[config.mk]
export PLATFORM = sky130hd
export DESIGN_NAME = regfile_mp
export DESIGN_NICKNAME = d
export VERILOG_FILES = /design/src/rtl/regfile_mp.sv
export SDC_FILE = /design/constraint.sdc
export NUM_CORES = 1
export LEC_CHECK = 0
export CAP_MARGIN = 5
export CORE_AREA = 2 2 300 302
export CTS_BUF_LIST = sky130_fd_sc_hd__clkbuf_8
export CTS_CLUSTER_DIAMETER = 60
export DETAILED_ROUTE_END_ITERATION = 10
export DIE_AREA = 0 0 302 304
export GPL_ROUTABILITY_DRIVEN = 1
export PLACE_DENSITY = 0.71
export SYNTH_ARGS = -nofsm -noshare
export SYNTH_HDL_FRONTEND = slang
export SYNTH_SLANG_ARGS = --single-unit
[constraint.sdc]
create_clock -name clk -period 4.9 [get_ports clk]
set_clock_uncertainty 0.2 [all_clocks]
set_input_delay 0.98 -clock clk [delete_from_list [all_inputs] [get_ports clk]]
set_output_delay 0.98 -clock clk [all_outputs]
set_load 0.05 [all_outputs]
[src/rtl/regfile_mp.sv]
// Parametrised multi-read-port register file with hardwired zero register,
// optional write-to-read bypass and a sequential post-reset clear sweep.
module regfile_mp #(
  parameter int DATA_W   = 32,
  parameter int ADDR_W   = 5,
  parameter int NUM_RD   = 2,
  parameter bit ZERO_REG = 1'b1,
  parameter bit BYPASS   = 1'b1
) (
  input  logic                     clk,
  input  logic                     rst,
  input  logic [NUM_RD*ADDR_W-1:0] rd_addr,
  output logic [NUM_RD*DATA_W-1:0] rd_data,
  input  logic                     wr_en,
  input  logic [ADDR_W-1:0]        wr_addr,
  input  logic [DATA_W-1:0]        wr_data,
  output logic                     ready,
  output logic                     wr_err
);

  localparam int DEPTH = 2**ADDR_W;

  localparam logic [0:0] ST_CLEAR = 1'b0;
  localparam logic [0:0] ST_RUN   = 1'b1;

  logic [0:0]        state;
  logic [ADDR_W-1:0] clr_cnt;
  logic [DATA_W-1:0] mem [DEPTH];

  logic              is_clear;
  logic              wr_zero;
  logic              wr_accept;
  logic              mem_we;
  logic [ADDR_W-1:0] mem_waddr;
  logic [DATA_W-1:0] mem_wdata;
  logic [ADDR_W-1:0] ra [NUM_RD];

  assign is_clear  = (state == ST_CLEAR);
  assign wr_zero   = ZERO_REG && (wr_addr == '0);
  assign wr_accept = (state == ST_RUN) && wr_en && !wr_zero;

  // Control state: sweep counter walks every entry once, then RUN until rst.
  // NOTE: sequential state uses non-blocking assignments so every register
  // samples pre-edge values, independent of statement order.
  always_ff @(posedge clk) begin
    if (rst) begin
      state   <= ST_CLEAR;
      clr_cnt <= '0;
      ready   <= 1'b0;
      wr_err  <= 1'b0;
    end else begin
      wr_err <= wr_en && is_clear;
      if (is_clear) begin
        clr_cnt <= clr_cnt + 1'b1;
        if (clr_cnt == '1) begin
          state <= ST_RUN;
          ready <= 1'b1;
        end
      end
    end
  end

  // Single write port shared between the sweep and normal writes.
  always_comb begin
    mem_we    = 1'b0;
    mem_waddr = wr_addr;
    mem_wdata = wr_data;
    if (is_clear) begin
      mem_we    = 1'b1;
      mem_waddr = clr_cnt;
      mem_wdata = '0;
    end else if (wr_accept) begin
      mem_we    = 1'b1;
    end
  end

  // NOTE: the array has no reset branch; it is cleared by the sweep so it can
  // map onto RAM macros that lack a reset.
  always_ff @(posedge clk) begin
    if (!rst && mem_we) begin
      mem[mem_waddr] <= mem_wdata;
    end
  end

  for (genvar k = 0; k < NUM_RD; k++) begin : g_ra
    assign ra[k] = rd_addr[k*ADDR_W +: ADDR_W];
  end

  // NOTE: rd_data gets a full default before the per-port decisions so no
  // path leaves it unassigned and no latch is inferred.
  always_comb begin
    rd_data = '0;
    for (int k = 0; k < NUM_RD; k++) begin
      if (is_clear) begin
        rd_data[k*DATA_W +: DATA_W] = '0;
      end else if (ZERO_REG && (ra[k] == '0)) begin
        rd_data[k*DATA_W +: DATA_W] = '0;
      end else if (BYPASS && wr_accept && (wr_addr == ra[k])) begin
        rd_data[k*DATA_W +: DATA_W] = wr_data;
      end else begin
        rd_data[k*DATA_W +: DATA_W] = mem[ra[k]];
      end
    end
  end

endmodule

==> flow_summary.yaml <==
yosys:
  synth-seq-cells: 1032
  syn_nets: 2622
  post_synth.cell_area_avg_um2: 18.8
  ys_types: 46
  seq_area_frac_synth_pct: 63.9
  synthArstFlopShare_pct: 0
  yosysWarnings: 0
  synthCells: 2570
  synth_ff_type: "edfxtp_1"
  synth_enable_flop_cells: 1024
  synthesis.area_um2: 48400
detailed_routing:
  avgRoutedWirePerCell_um: 37.1
  routed-via-count: 30300
  drt_pre_antenna_iters: 6
  dr.first_iter.drc_count: 4741
  routed_wl_um: 154000
  drc: 0
  vias_per_cell: 7.29
  ant_nets: 0
sta:
  maxSlewHeadroom_pct: 17.3
  fin_tns_setup_ps: 0
  slew_viol_final: 0
  final_hold_viol_count: 0
  fin_crit_ps: 4830
  period_share_pct: 98.6
  rsz0062_at_grt: "false"
  setup_viol: 0
  whs_ps: 319
  tightest_slew_ps: 1240
  timing.fmax_mhz: 207
setup_path:
  path_class: "in2out"
  end_kind: "output pin"
  worstPathArrival_ps: 3650
  start_kind: "input pin"
  required_ps: 3720
  critPathMaxFanout: 32
cts:
  root_buffer: "clkbuf_8"
  cts_tree: "done"
  cts_buffers: 166
  clk_latency_ps: 830
  htree_levels: 4
  cts.clk_slew.worst_paths_ps: 60
  clock_sinks: 1032
  clockBufferDepth: 3
  cts_resized: 0
  cts_setup_buffers: 0
  hold_buffers: 0
finish:
  area_growth_syn_to_layout_pct: 16.0
  drive_gt1_share_pct: 33.3
  fin_nets: 2898
place:
  gp_congestion: 0.968
  hpwl_um: 94800
  io_buffers: 115
power_and_ir_drop:
  peakVddDrop_mv: 0.242
  power_density_nw_per_um2: 325
  p_leak_nw: 18.1
  finalPower_mw: 18.2
global_route:
  grt_antenna_before_repair: 5
  first_global_vias: 30400
  grt_use_total_pct: 33.9
  grt_pass1_wl_um: 219000
  grt_start_max_net_pins: 46
  overflow: 0
die:
  rows: 110
  dieArea_um2: 91800
  die_h_um: 304
  core-area_um2: 89000
  die_w_um: 302
  initial_utilization_pct: 54.3
  pin_count: 116
worst_hold_path:
  holdCritPathClass: "reg2reg"
run:
  maxCapViolCount: 0
status:
  run_status: "finished, final reports clean"
[cells by family after synthesis]
family	count (synthesis)	synth area share, %
adder cells (fa/ha/maj)	2	0.0517
buffers and inverters	219	2.09
multiplexers	630	24.8
AND/OR/NAND/NOR	287	2.72
AO/OA/AOI/OAI	388	6.18
XOR/XNOR	12	0.217
flip-flops	1032	63.9
[cells in the final DEF, fill, tap and decap left out, types with 4 or more instances in the layout]
master,n
bufinv_16,6
o21ai_0,20
a222oi_1,9
mux4_2,455
o211ai_1,9
a21oi_1,29
xnor2_1,12
and2_1,35
nand2_1,129
edfxtp_1,1024
mux2i_1,169
a31oi_1,15
nor2b_1,37
a211o_1,8
clkinv_2,9
clkinv_1,43
buf_4,169
buf_8,5
nor2_4,35
clkdlybuf4s50_1,43
dfxtp_1,7
a22o_1,16
mux2_2,6
a221oi_1,26
nand3_1,4
a221o_1,32
clkbuf_8,170
o221ai_1,15
a22oi_1,111
nor2_1,25
clkinvlp_4,5
buf_12,104
and3_1,9
a21o_1,18
inv_1,53
a211oi_1,73
[stage by stage]
stage / utilization (%) / setup WS (ps) / area (µm²) / instances
2_1_floorplan: - / 514 / 48400 / 2570
3_3_place_gp: 59.6 / 216 / 53000 / 3853
3_5_place_dp: 59.6 / 176 / 53100 / 3854
4_1_cts: 63.0 / 147 / 56100 / 4144
5_1_grt: 63.0 / 23.3 / 56100 / 4145
6_report: 63.0 / 68.7 / 56100 / 4147
[final cells by class]
class | instances | area, µm²
Sequential cell | 1032 | 30900
Clock inverter | 120 | 706
Clock buffer | 170 | 2340
Tap cell | 1176 | 1470
Fill cell | 6065 | 32900
Inverter | 5 | 18.8
Multi-Input combinational cell | 1319 | 16800
Antenna cell | 3 | 7.51
Timing Repair Buffer | 322 | 3870
[synth_stat cells (2+ instances only)]
master,instances,area [µm²]
nor3_1,2,10.0
nor2_1,61,229
and2_1,35,219
ha_1,2,25.0
a221o_1,32,320
inv_1,4,15.0
and3_1,9,56.3
o21ai_0,20,100
nor2b_1,40,250
nor4_1,2,12.5
mux2i_1,169,1690
a211o_1,8,70.1
dfxtp_1,8,160
a21o_1,18,135
a222oi_1,9,90.1
buf_4,10,75.1
a21oi_1,29,145
a22o_1,16,140
o311ai_1,2,17.5
buf_1,16,60.1
nand3_1,4,20.0
edfxtp_1,1024,30700
a31oi_1,15,93.8
a221oi_1,26,228
buf_2,89,445
o221ai_1,15,131
mux2_2,6,67.6
a22oi_1,111,833
nand2_1,129,484
buf_6,5,56.3
clkbuf_1,94,353
xnor2_1,12,105
o211ai_1,9,67.6
a211oi_1,73,548
mux4_2,455,10200
[worst paths after layout]
check	startpoint	endpoint	slack (ps)	cells after the start
worst max-delay path	wr_addr[1]	rd_data[32]	70	9
worst min-delay path	clr_cnt[0]$_SDFFE_PP0N_	clr_cnt[0]$_SDFFE_PP0N_	320	2
worst max register to register	state$_SDFF_PP0_	mem[30][6]$_DFFE_PP_	1230	6
worst min register to register	clr_cnt[0]$_SDFFE_PP0N_	clr_cnt[0]$_SDFFE_PP0N_	320	2
[flip-flops by register name, summed over array words and instances, names as in the netlist]
| signal | flops |
|---|---|
| clr_cnt | 5 |
| mem | 1024 |
| ready | 1 |
| state | 1 |
| wr_err | 1 |
[report_power, final]
group | total [mW] | internal (mW) | switching (mW)
sequential | 9.65 | 9.63 | 0.0264
combinational | 1.59 | 0.677 | 0.917
clock | 6.98 | 3.54 | 3.44
total | 18.2 | 13.8 | 4.38
[per-layer routing]
layer	routed length [µm]	vias to the layer above	track usage [%]
li1	-	11600	-
met2	69300	2529	49.3
met5	0	-	0
met3	23100	428	10.4
met4	6890	0	14.6
met1	54600	15700	47.8
[worst max-delay path, stage by stage]
cell	delay, ps
clkdlybuf4s50_1	520
or4_1	600
o21ai_4	170
buf_4	210
o311ai_4	110
buf_4	330
a211oi_1	360
a221o_1	220
buf_12	150
Note: power is estimated with default switching activity, not from simulation.
